[src/rtl/apb_req_arbiter_if.sv]
// ----------------------------------------------------------------------------
// apb_req_arbiter_if
//
// Purpose: bundles the two-requester request/response handshake and the APB
// master-side bus of the arbiter into one interface.
//
// Signal summary:
//   req_valid [1:0]         per-requester request pending
//   req_write [1:0]         per-requester write (1) / read (0)
//   req_addr  [2*ADDR_W]    requester i address in slice i
//   req_wdata [2*DATA_W]    requester i write data in slice i
//   req_ready [1:0]         one-hot accept pulse
//   rsp_valid [1:0]         one-hot completion pulse
//   rsp_rdata [DATA_W]      shared read data, valid with rsp_valid
//   rsp_err                 shared error flag, valid with rsp_valid
//   PSEL/PENABLE/PWRITE     APB control towards the slave
//   PADDR/PWDATA            APB address / write data
//   PRDATA/PREADY/PSLVERR   APB slave response
//
// Modports:
//   master - the arbiter (drives APB, consumes requests)
//   slave  - the environment (requesters plus APB slave)
// ----------------------------------------------------------------------------
interface apb_req_arbiter_if #(
    parameter int ADDR_W = 8,
    parameter int DATA_W = 32
);
    logic [1:0]          req_valid;
    logic [1:0]          req_write;
    logic [2*ADDR_W-1:0] req_addr;
    logic [2*DATA_W-1:0] req_wdata;
    logic [1:0]          req_ready;
    logic [1:0]          rsp_valid;
    logic [DATA_W-1:0]   rsp_rdata;
    logic                rsp_err;
    logic                PSEL;
    logic                PENABLE;
    logic                PWRITE;
    logic [ADDR_W-1:0]   PADDR;
    logic [DATA_W-1:0]   PWDATA;
    logic [DATA_W-1:0]   PRDATA;
    logic                PREADY;
    logic                PSLVERR;

    modport master (
        input  req_valid, req_write, req_addr, req_wdata,
        output req_ready, rsp_valid, rsp_rdata, rsp_err,
        output PSEL, PENABLE, PWRITE, PADDR, PWDATA,
        input  PRDATA, PREADY, PSLVERR
    );

    modport slave (
        output req_valid, req_write, req_addr, req_wdata,
        input  req_ready, rsp_valid, rsp_rdata, rsp_err,
        input  PSEL, PENABLE, PWRITE, PADDR, PWDATA,
        output PRDATA, PREADY, PSLVERR
    );
endinterface

[src/rtl/apb_req_arbiter.sv]
// ----------------------------------------------------------------------------
// apb_req_arbiter
//
// Purpose: round-robin arbiter that lets two requesters share one APB master
// port. A request is accepted in IDLE, then walked through SETUP and ACCESS;
// the completion (data + error) is returned to the granted requester as a
// one-cycle pulse. An ACCESS phase that waits too long for PREADY is
// terminated with an error.
//
// Ports:
//   PCLK    sole clock, rising edge
//   PRESET  asynchronous active-high reset
//   bus     apb_req_arbiter_if.master: request/response handshake + APB bus
//
// Parameters:
//   ADDR_W   APB address width
//   DATA_W   APB data width
//   TIMEOUT  max ACCESS cycles without PREADY; 0 disables the timeout
// ----------------------------------------------------------------------------
module apb_req_arbiter #(
    parameter int ADDR_W  = 8,
    parameter int DATA_W  = 32,
    parameter int TIMEOUT = 16
) (
    input  logic              PCLK,
    input  logic              PRESET,
    apb_req_arbiter_if.master bus
);

    localparam logic [1:0] IDLE   = 2'd0;
    localparam logic [1:0] SETUP  = 2'd1;
    localparam logic [1:0] ACCESS = 2'd2;

    // A zero TIMEOUT would give a zero-width counter, so keep at least 1 bit.
    localparam int               CNT_W     = (TIMEOUT > 0) ? $clog2(TIMEOUT + 1) : 1;
    localparam logic [CNT_W-1:0] CNT_LIMIT = CNT_W'(TIMEOUT);

    logic [1:0]        state_q,     state_d;
    logic              lastGrant_q, lastGrant_d;
    logic              pwrite_q,    pwrite_d;
    logic [ADDR_W-1:0] paddr_q,     paddr_d;
    logic [DATA_W-1:0] pwdata_q,    pwdata_d;
    logic [1:0]        rspValid_q,  rspValid_d;
    logic [DATA_W-1:0] rspRdata_q,  rspRdata_d;
    logic              rspErr_q,    rspErr_d;
    logic [CNT_W-1:0]  cnt_q,       cnt_d;

    logic              grant;
    logic [1:0]        reqReady;
    logic [CNT_W-1:0]  cntInc;
    logic [1:0]        grantOneHot;

    // Round-robin pick: a lone requester wins outright; on a tie the one that
    // was not granted last time wins. For 2'b01 this gives 0, for 2'b10 gives 1.
    always_comb begin
        grant = (bus.req_valid == 2'b11) ? ~lastGrant_q : bus.req_valid[1];
    end

    // lastGrant_q is updated on every accept, so during a transfer it names
    // the requester that owns the response.
    assign grantOneHot = lastGrant_q ? 2'b10 : 2'b01;

    // Next-state logic for the transfer FSM and its datapath registers.
    always_comb begin
        state_d     = state_q;
        lastGrant_d = lastGrant_q;
        pwrite_d    = pwrite_q;
        paddr_d     = paddr_q;
        pwdata_d    = pwdata_q;
        rspValid_d  = 2'b00;
        rspRdata_d  = rspRdata_q;
        rspErr_d    = rspErr_q;
        cnt_d       = cnt_q;
        reqReady    = 2'b00;
        cntInc      = cnt_q + 1'b1;

        case (state_q)
            IDLE: begin
                if (|bus.req_valid) begin
                    reqReady    = grant ? 2'b10 : 2'b01;
                    lastGrant_d = grant;
                    pwrite_d    = bus.req_write[grant];
                    paddr_d     = grant ? bus.req_addr[2*ADDR_W-1:ADDR_W]
                                        : bus.req_addr[ADDR_W-1:0];
                    pwdata_d    = grant ? bus.req_wdata[2*DATA_W-1:DATA_W]
                                        : bus.req_wdata[DATA_W-1:0];
                    cnt_d       = '0;
                    state_d     = SETUP;
                end
            end
            SETUP: begin
                state_d = ACCESS;
            end
            ACCESS: begin
                if (bus.PREADY) begin
                    rspValid_d = grantOneHot;
                    rspRdata_d = pwrite_q ? '0 : bus.PRDATA;
                    rspErr_d   = bus.PSLVERR;
                    state_d    = IDLE;
                end else if ((TIMEOUT > 0) && (cntInc == CNT_LIMIT)) begin
                    // This was the TIMEOUT-th cycle without PREADY.
                    rspValid_d = grantOneHot;
                    rspRdata_d = '0;
                    rspErr_d   = 1'b1;
                    state_d    = IDLE;
                end else begin
                    cnt_d = cntInc;
                end
            end
            default: begin
                state_d = IDLE;
            end
        endcase
    end

    // State registers; reset aborts any transfer without a response.
    always_ff @(posedge PCLK or posedge PRESET) begin
        if (PRESET) begin
            state_q     <= IDLE;
            lastGrant_q <= 1'b1;
            pwrite_q    <= 1'b0;
            paddr_q     <= '0;
            pwdata_q    <= '0;
            rspValid_q  <= 2'b00;
            rspRdata_q  <= '0;
            rspErr_q    <= 1'b0;
            cnt_q       <= '0;
        end else begin
            state_q     <= state_d;
            lastGrant_q <= lastGrant_d;
            pwrite_q    <= pwrite_d;
            paddr_q     <= paddr_d;
            pwdata_q    <= pwdata_d;
            rspValid_q  <= rspValid_d;
            rspRdata_q  <= rspRdata_d;
            rspErr_q    <= rspErr_d;
            cnt_q       <= cnt_d;
        end
    end

    // PSEL/PENABLE are decoded from state so reset drops them immediately.
    assign bus.req_ready = reqReady;
    assign bus.rsp_valid = rspValid_q;
    assign bus.rsp_rdata = rspRdata_q;
    assign bus.rsp_err   = rspErr_q;
    assign bus.PSEL      = (state_q != IDLE);
    assign bus.PENABLE   = (state_q == ACCESS);
    assign bus.PWRITE    = pwrite_q;
    assign bus.PADDR     = paddr_q;
    assign bus.PWDATA    = pwdata_q;

endmodule

[src/flat_wrapper.sv]
// flat-port wrapper written by rule: the top's interface ports become plain ports
module apb_req_arbiter_flat 
#(
    parameter int ADDR_W  = 8,
    parameter int DATA_W  = 32,
    parameter int TIMEOUT = 16
)
  (PCLK, PRESET, bus_req_valid, bus_req_write, bus_req_addr, bus_req_wdata, bus_req_ready, bus_rsp_valid, bus_rsp_rdata, bus_rsp_err, bus_PSEL, bus_PENABLE, bus_PWRITE, bus_PADDR, bus_PWDATA, bus_PRDATA, bus_PREADY, bus_PSLVERR);
  apb_req_arbiter_if #(.ADDR_W(ADDR_W), .DATA_W(DATA_W)) bus_i ();
  input  logic PCLK;
  input  logic PRESET;
  input wire logic [$bits(bus_i.req_valid)-1:0] bus_req_valid;
  input wire logic [$bits(bus_i.req_write)-1:0] bus_req_write;
  input wire logic [$bits(bus_i.req_addr)-1:0] bus_req_addr;
  input wire logic [$bits(bus_i.req_wdata)-1:0] bus_req_wdata;
  output wire logic [$bits(bus_i.req_ready)-1:0] bus_req_ready;
  output wire logic [$bits(bus_i.rsp_valid)-1:0] bus_rsp_valid;
  output wire logic [$bits(bus_i.rsp_rdata)-1:0] bus_rsp_rdata;
  output wire logic [$bits(bus_i.rsp_err)-1:0] bus_rsp_err;
  output wire logic [$bits(bus_i.PSEL)-1:0] bus_PSEL;
  output wire logic [$bits(bus_i.PENABLE)-1:0] bus_PENABLE;
  output wire logic [$bits(bus_i.PWRITE)-1:0] bus_PWRITE;
  output wire logic [$bits(bus_i.PADDR)-1:0] bus_PADDR;
  output wire logic [$bits(bus_i.PWDATA)-1:0] bus_PWDATA;
  input wire logic [$bits(bus_i.PRDATA)-1:0] bus_PRDATA;
  input wire logic [$bits(bus_i.PREADY)-1:0] bus_PREADY;
  input wire logic [$bits(bus_i.PSLVERR)-1:0] bus_PSLVERR;
  assign bus_i.req_valid = bus_req_valid;
  assign bus_i.req_write = bus_req_write;
  assign bus_i.req_addr = bus_req_addr;
  assign bus_i.req_wdata = bus_req_wdata;
  assign bus_req_ready = bus_i.req_ready;
  assign bus_rsp_valid = bus_i.rsp_valid;
  assign bus_rsp_rdata = bus_i.rsp_rdata;
  assign bus_rsp_err = bus_i.rsp_err;
  assign bus_PSEL = bus_i.PSEL;
  assign bus_PENABLE = bus_i.PENABLE;
  assign bus_PWRITE = bus_i.PWRITE;
  assign bus_PADDR = bus_i.PADDR;
  assign bus_PWDATA = bus_i.PWDATA;
  assign bus_i.PRDATA = bus_PRDATA;
  assign bus_i.PREADY = bus_PREADY;
  assign bus_i.PSLVERR = bus_PSLVERR;
  apb_req_arbiter #(.ADDR_W(ADDR_W), .DATA_W(DATA_W), .TIMEOUT(TIMEOUT)) u_core (.PCLK(PCLK), .PRESET(PRESET), .bus(bus_i));
endmodule
[config.mk]
export PLATFORM = sky130hd
export DESIGN_NAME = apb_req_arbiter_flat
export DESIGN_NICKNAME = d
export VERILOG_FILES = /design/src/rtl/apb_req_arbiter_if.sv /design/src/rtl/apb_req_arbiter.sv /design/src/flat_wrapper.sv
export SDC_FILE = /design/constraint.sdc
export NUM_CORES = 1
export LEC_CHECK = 0
export CORE_ASPECT_RATIO = 1.4
export CORE_MARGIN = 2
export CORE_UTILIZATION = 40
export DETAILED_ROUTE_END_ITERATION = 16
export GPL_TIMING_DRIVEN = 1
export PLACE_DENSITY = 0.89
export SLEW_MARGIN = 20
export SYNTH_ARGS = -nofsm -noshare
export SYNTH_HDL_FRONTEND = slang
export SYNTH_SLANG_ARGS = --single-unit
[constraint.sdc]
create_clock -name PCLK -period 7.1 [get_ports PCLK]
set_clock_uncertainty 0.1 [all_clocks]
set_input_delay 1.065 -clock PCLK [delete_from_list [all_inputs] [get_ports PCLK]]
set_output_delay 1.065 -clock PCLK [all_outputs]
set_load 0.01 [all_outputs]
# Yosys cells after proc, flatten, opt, wreduce, memory -nomap -nowiden
# Cells that the tools add are included.
[classes]
add_sub_neg = 1
n_mul = 0
n_div = 0
magnitude_cmp = 1
n_eq_ne = 8
shift = 0
mux = 25
n_bitwise = 1
reduce_logical = 9
[op_table]
columns = ["cell", "count"]
rows = [
  ["32-bit 2-to-1 mux", 4],
  ["2-bit 2-to-1 mux", 10],
  ["5-bit 2-to-1 mux", 3],
  ["5-bit case mux with 2 select lines", 1],
  ["8-bit 2-to-1 mux", 1],
  ["2-bit case mux with 3 select lines", 1],
  ["2-bit AND reduction", 3],
  ["2-bit nonzero test", 3],
  ["5-bit by 1-bit adder with 5-bit output (second input constant)", 1],
  ["5-bit equality test (second input constant)", 1],
  ["1-bit 2-to-1 mux", 5],
  ["2-bit equality test (second input constant)", 2],
  ["2-bit inequality test (second input constant)", 2],
  ["4-bit AND reduction", 1],
  ["3-bit by 1-bit inequality test with 1-bit output (second input constant)", 1],
  ["2-bit by 1-bit equality test with 1-bit output (second input constant)", 1],
  ["2-bit logical NOT", 1],
  ["1-bit by 2-bit less-than comparator with 1-bit output (second input constant)", 1],
  ["2-bit by 1-bit inequality test with 1-bit output (second input constant)", 1],
  ["2-bit OR reduction", 1],
  ["1-bit inverter", 1],
]
[totals]
register_bits = 84
latchBits = 0
mem_bits_rw = 0
mem_bits_ro = 0
output_inout_bits = 80
n_memories = 0

# Logic depth before layout (Yosys ltp)
# Gate-level depths: netlist of run 1.
[logic_depth]
ltp_word = 5
depth_mapped = 7
ltp_nobuf = 6

# Worst setup path after synthesis of run 1
# Ideal clock, no wire load.
[synth_path]
path_kind = "input to output"
startpoint = "input port bus_req_valid[1]"
endpoint = "output port bus_req_ready[0]"
arrival_ns = 1.653
required_time_ns = 5.935
setup_slack_ns = 4.282
cell_stages = 3
path_buffers = 1
cell_sequence = "a21boi_1 > buf_4 > nor2_1"
[synth_via]
elab_chain_len = 5
[synth_rtl]
columns = ["item", "line", "source"]
rows = [
  ["start: declaration", "flat_wrapper.sv:12", "input wire logic [$bits(bus_i.req_valid)-1:0] bus_req_valid;"],
  ["2-bit equality test", "apb_req_arbiter.sv:56", "grant = (bus.req_valid == 2'b11) ? ~lastGrant_q : bus.req_valid[1];"],
  ["1-bit 2-to-1 mux", "apb_req_arbiter.sv:56", ""],
  ["2-bit 2-to-1 mux", "apb_req_arbiter.sv:80", "reqReady = grant ? 2'b10 : 2'b01;"],
  ["2-bit 2-to-1 mux *", "apb_req_arbiter.sv:79", "if (|bus.req_valid) begin"],
  ["2-bit 2-to-1 mux *", "apb_req_arbiter.sv:77", "case (state_q)"],
  ["end: declaration", "flat_wrapper.sv:16", "output wire logic [$bits(bus_i.req_ready)-1:0] bus_req_ready;"],
]
# Mark *: on every way between the ends. The rest lies on a longest branch, timed or not.

# Worst setup path after layout of run 1
# Ends and elaborated chain as after synthesis.

==> impl_metrics.ini, run 1 <==
[status]
status = complete, no violations

[final_layout]
layout_common_cells = clkdlybuf4s50_1, dfrtp_1, nand2_1
antenna_cells = 0
drive_gt1_frac = 0.0998
synthToLayoutAreaGrowth_pct = 65.2
layoutNonFillerInstCount = 606
finish.net_count = 618
final_common_cell = clkdlybuf4s50_1
nFillCells = 636

[min_path]
hold_start = u_core.bus.PWDATA[21]$_DFFE_PP0P_
hold_end = u_core.bus.PWDATA[21]$_DFFE_PP0P_
hp-class = flip-flop to flip-flop
hold_depth = 2

[floorplan]
fp.dieW_um = 84.0
row_count = 40
dieArea_mm2 = 0.00974
coreArea_mm2 = 0.00866
initial_core_util = 0.414
ioPinCount = 200
die_h_um = 116

[global_route]
grt_max_degree = 85
gr-total-overflow = 0
antenna_found_initial = 0
track_usage = 0.203
grt_pass1_vias = 3117
grt_first_pass_wirelength_um = 15500

[critical_path]
critPathKind = input port to primary output
r2r_slack_ns = 4.92
slowest_delay_ns = 0.54
cp-end-kind = primary output
crit_family = buffers and inverters
cp_slowest_cell = clkdlybuf4s50_1
arrival_ns = 3.17
r2r_start = u_core.cnt_q[0]$_DFFE_PP0P_
path_common_cell = clkdlybuf4s50_1
ff2ff_path_depth = 6
r2r_end = u_core.bus.rsp_rdata[1]$_DFFE_PP0P_
crit_path_start_kind = input port
critPathMaxFanout = 34
path_buf_inv = 3
path_cells = clkdlybuf4s50_1 > a21boi_4 > buf_4 > nor2_1 > clkdlybuf4s50_1
cp_data_required_time_ns = 5.93

[synthesis]
synth_top_area_cell = dfrtp_1
ys_top_cells_by_area = dfrtp_1, mux2i_1, a22o_2
ys_warn_count = 0
synth_cell_types = 34
syn_area_mm2 = 0.00358
syn_inst = 303
synth_top_area_frac = 0.580
yosysSeqAreaShare = 0.587
ys_ff_latch = 84
synth.net_count = 425
syn_area_per_cell_um2 = 11.8

[clocking]
cts.clk_slew.worst_paths_ns = 0.06
ctsResizeCount = 0
clock_latency_ns = 0.33
post_cts_buffers = 0
ctsHoldBuffers = 0
cts_max_path_buffers = 2
cts_sinks = 84
cts_buffers = 9
cts-htree-levels = 3
cts-root-buf = clkbuf_16
cts_tree = built

[routing]
drt_iter0_markers = 107
detail_route.first_pass.iterations = 5
wl_met3_um = 801
top_layer_used = met4
wl_met1_um = 3800
postRouteAntennaNets = 0
wl_per_cell_um = 15.7
met2_length_um = 4730
num_vias = 3053
routed_wl_um = 9520
vias_per_cell = 5.04
drcViolationCount = 0

[power]
p_per_area_mw_per_mm2 = 391
p_leak_nw = 2.62
irDropWorstVdd_v = 0.000220

[placement]
io_buffers = 199
dp_hpwl_um = 7120
dpl.cell_count = 590
gp_congestion = 0.750

[sta]
setup_violations = 0
whs_ns = 0.376
worst_pin_slew_ns = 0.884
hold_viol_final = 0
rsz0062_at_grt = no
min_period_ns = 4.33
period_share = 0.610
fin_tns_setup_ns = 0
drv_slew = 0
clock.fmax_mhz = 231
slew_headroom = 0.408

[flow_run]
drv_cap = 0
==> worst min-delay path: stages, from the launching register on <==
cell     delay (ns)
dfrtp_1        0.34
nand2_1        0.04
o21ai_0        0.05
==> cell usage after synthesis <==
master,number
and2b_1,1
nand3_2,1
and3_4,1
a31oi_1,4
buf_6,3
dfstp_2,1
o21ai_1,1
o21ai_4,1
nand3_1,1
mux2i_1,39
dfrtp_1,83
nor2b_1,1
a22o_1,8
xnor2_1,1
buf_2,5
a22o_2,24
clkbuf_1,9
nor2_1,6
xor2_1,1
nor2_2,1
o2bb2ai_1,1
a21oi_1,2
a41oi_1,1
ha_1,2
a21boi_1,1
nand2_1,42
buf_4,3
o21ai_0,38
nand2b_1,2
and3_2,1
inv_1,11
a21o_1,2
a222oi_1,4
and2_1,1
==> through the flow <==
step | power, mW | setup slack [ns] | area (um^2) | util
floorplan | 1.31 | 3.77 | 3580 | -
global placement | 1.87 | 2.76 | 5640 | 0.651
detailed placement | 1.91 | 2.74 | 5640 | 0.652
CTS | 2.34 | 2.74 | 5910 | 0.683
global route | 2.47 | 2.65 | 5920 | 0.683
finish | 2.31 | 2.77 | 5920 | 0.683
==> per-layer routing <==
layer  vias to the layer above  track usage
met5                         -            0
met4                         0       0.0914
met3                        15       0.0506
met2                       155        0.347
met1                      1417        0.244
li1                       1466            -
==> worst max path at each step <==
stage,from,to,slack [ns],cells after the start
finish,bus_req_valid[1],bus_req_ready[0],2.77,5
global route,bus_req_valid[1],bus_req_ready[0],2.65,5
CTS,bus_req_valid[1],bus_req_ready[0],2.74,5
detailed placement,bus_req_valid[1],bus_req_ready[0],2.74,5
global placement,bus_req_valid[1],bus_req_ready[0],2.76,5
floorplan,PRESET,u_core.bus.PADDR[0]$_DFFE_PP0P_,3.77,1
==> registers in the layout, summed over array words and instances, names as in the netlist <==
name,cells
u_core.bus.PWRITE,1
u_core.state_q,2
u_core.cnt_q,5
u_core.bus.PADDR,8
u_core.bus.rsp_err,1
u_core.lastGrant_q,1
u_core.bus.rsp_valid,2
u_core.bus.rsp_rdata,32
u_core.bus.PWDATA,32
==> logic make-up (layout without fill, tap and decap cells) <==
| group | Yosys count | after routing | synth area share |
|---|---|---|---|
| simple gates | 58 | 58 | 0.0706 |
| compound gates | 87 | 87 | 0.178 |
| buf+inv | 31 | 229 | 0.0437 |
| xor+xnor | 2 | 2 | 0.00489 |
| mux | 39 | 39 | 0.109 |
| fa+ha+maj | 2 | 2 | 0.00698 |
| flops | 84 | 84 | 0.587 |
==> report_power, final <==
group | internal [mW] | switching, mW | total (mW)
Sequential | 0.704 | 0.137 | 0.841
Combinational | 0.601 | 0.452 | 1.05
Clock | 0.245 | 0.174 | 0.419
Total | 1.55 | 0.764 | 2.31
==> area by class of cell <==
type	instances	area [um^2]	share of cell area
inverter	11	42.5	0.00719
tap	105	131	0.0222
sequential	84	2100	0.355
clock inverter	4	25.0	0.00423
clock buffer	12	246	0.0417
multi-input combinational	188	1350	0.228
timing repair buffer	202	2020	0.341
Power figures use the tool's default switching activity.
==> inputs of run 2 (changes only) <==
--- a/config.mk
+++ b/config.mk
@@ -7,10 +7,10 @@
 export LEC_CHECK = 0
 export CORE_ASPECT_RATIO = 1.4
 export CORE_MARGIN = 2
-export CORE_UTILIZATION = 40
+export CORE_UTILIZATION = 39
 export DETAILED_ROUTE_END_ITERATION = 16
 export GPL_TIMING_DRIVEN = 1
-export PLACE_DENSITY = 0.89
+export PLACE_DENSITY = 0.87
 export SLEW_MARGIN = 20
 export SYNTH_ARGS = -nofsm -noshare
 export SYNTH_HDL_FRONTEND = slang
==> constraint.sdc (replaced) <==
create_clock -name PCLK -period 4.5 [get_ports PCLK]
set_clock_uncertainty 0.1 [all_clocks]
set_input_delay 0.675 -clock PCLK [delete_from_list [all_inputs] [get_ports PCLK]]
set_output_delay 0.675 -clock PCLK [all_outputs]
set_load 0.01 [all_outputs]
==> impl_metrics.ini, run 2 (synthesis gave the netlist of run 1 again) <==
[status]
status = complete, no violations

[floorplan]
row_count = 41
dieArea_mm2 = 0.00998
die_h_um = 117
ioPinCount = 200
initial_core_util = 0.399
fp.dieW_um = 85
coreArea_mm2 = 0.00898

[critical_path]
crit_path_start_kind = input port
cp_data_required_time_ns = 3.72
ff2ff_path_depth = 6
path_common_cell = clkdlybuf4s50_1
arrival_ns = 2.26
critPathKind = input port to primary output
cp-end-kind = primary output
cp_slowest_cell = clkdlybuf4s50_1
critPathMaxFanout = 6
slowest_delay_ns = 0.58
path_cells = clkdlybuf4s50_1 > a21boi_4 > and2_1 > clkdlybuf4s50_1

[routing]
postRouteAntennaNets = 0
routed_wl_um = 9520
detail_route.first_pass.iterations = 4
wl_met3_um = 930
drcViolationCount = 0
num_vias = 3113
wl_per_cell_um = 15.7
wl_met1_um = 3760
vias_per_cell = 5.12
met2_length_um = 4610
drt_iter0_markers = 130
top_layer_used = met4

[sta]
hold_viol_final = 0
rsz0062_at_grt = no
drv_slew = 0
slew_headroom = 0.366
setup_ws_ns = 1.46
clock.fmax_mhz = 329
fin_tns_setup_ns = 0
setup_violations = 0
whs_ns = 0.371
min_period_ns = 3.04
period_share = 0.675
worst_pin_slew_ns = 0.951

[clocking]
post_cts_buffers = 0
cts_tree = built
cts-htree-levels = 3
ctsResizeCount = 0
clock_latency_ns = 0.33
cts_max_path_buffers = 2
cts_buffers = 9
cts-root-buf = clkbuf_16
cts_sinks = 84
ctsHoldBuffers = 0
cts.clk_slew.worst_paths_ns = 0.06

[power]
p_leak_nw = 2.64
irDropWorstVdd_v = 0.000431
p_per_area_mw_per_mm2 = 628

[final_layout]
layoutNonFillerInstCount = 608
post-route-util = 0.663
drive_gt1_frac = 0.0998
multi_input_area_mm2 = 0.00135
nFillCells = 665
layout_common_cells = clkdlybuf4s50_1, dfrtp_1, nand2_1
finish.net_count = 618
antenna_cells = 0
final_common_cell = clkdlybuf4s50_1
regArea_mm2 = 0.00210
synthToLayoutAreaGrowth_pct = 66.1

[flow_run]
drv_cap = 0

[placement]
io_buffers = 199
gp_congestion = 0.764
pre_cts_ws_ns = 1.47
dp_hpwl_um = 7270
dpl.cell_count = 592

[global_route]
gr-total-overflow = 0
track_usage = 0.193
grt_first_pass_wirelength_um = 15400
grt_max_degree = 81
grt_pass1_vias = 3112
antenna_found_initial = 0

[min_path]
hp-class = flip-flop to flip-flop
hold_depth = 1
## run 2: power breakdown
group          leakage (nW)  internal [mW]  switching [mW]
Clock                 0.142          0.461           0.284
Combinational          1.44          0.947           0.708
Sequential             1.06           1.11           0.224
Total                  2.64           2.52            1.22
## run 2: final cells by class
cell class	instances	area share
Tap cell	107	0.0225
Timing Repair Buffer	202	0.339
Inverter	11	0.00715
Clock inverter	3	0.00757
Multi-Input combinational cell	188	0.227
Sequential cell	84	0.354
Clock buffer	13	0.0437
## run 2: worst paths after layout
| path | startpoint | to | slack (ns) |
|---|---|---|---|
| worst min register to register | u_core.state_q[1]$_DFFE_PP0P_ | u_core.state_q[1]$_DFFE_PP0P_ | 0.37 |
| worst max register to register | u_core.cnt_q[0]$_DFFE_PP0P_ | u_core.bus.rsp_rdata[7]$_DFFE_PP0P_ | 2.32 |
| worst min-delay path | u_core.state_q[1]$_DFFE_PP0P_ | u_core.state_q[1]$_DFFE_PP0P_ | 0.37 |
| min in group asynchronous | PRESET | u_core.bus.rsp_rdata[12]$_DFFE_PP0P_ | 0.74 |
| worst max-delay path | bus_req_valid[1] | bus_req_ready[1] | 1.46 |
| max in group asynchronous | PRESET | u_core.bus.rsp_rdata[22]$_DFFE_PP0P_ | 2.61 |
## run 2: routing by layer
layer | vias to the layer above | global-route usage
li1 | 1456 | -
met2 | 165 | 0.305
met3 | 16 | 0.0570
met4 | 0 | 0.0863
met1 | 1476 | 0.244
met5 | - | 0
## run 2: worst max-delay path: cells and delay by family
kind,cells,cell delay (ns)
compound gates,1,0.21
buf+inv,2,1.11
simple gates,1,0.26
## run 2: metrics by stage
step	area, um^2	power [mW]
after detailed placement	5640	3.02
after floorplan	3580	2.07
final	5950	3.73
after CTS	5950	3.78
after global routing	5950	3.96
after global placement	5640	2.95
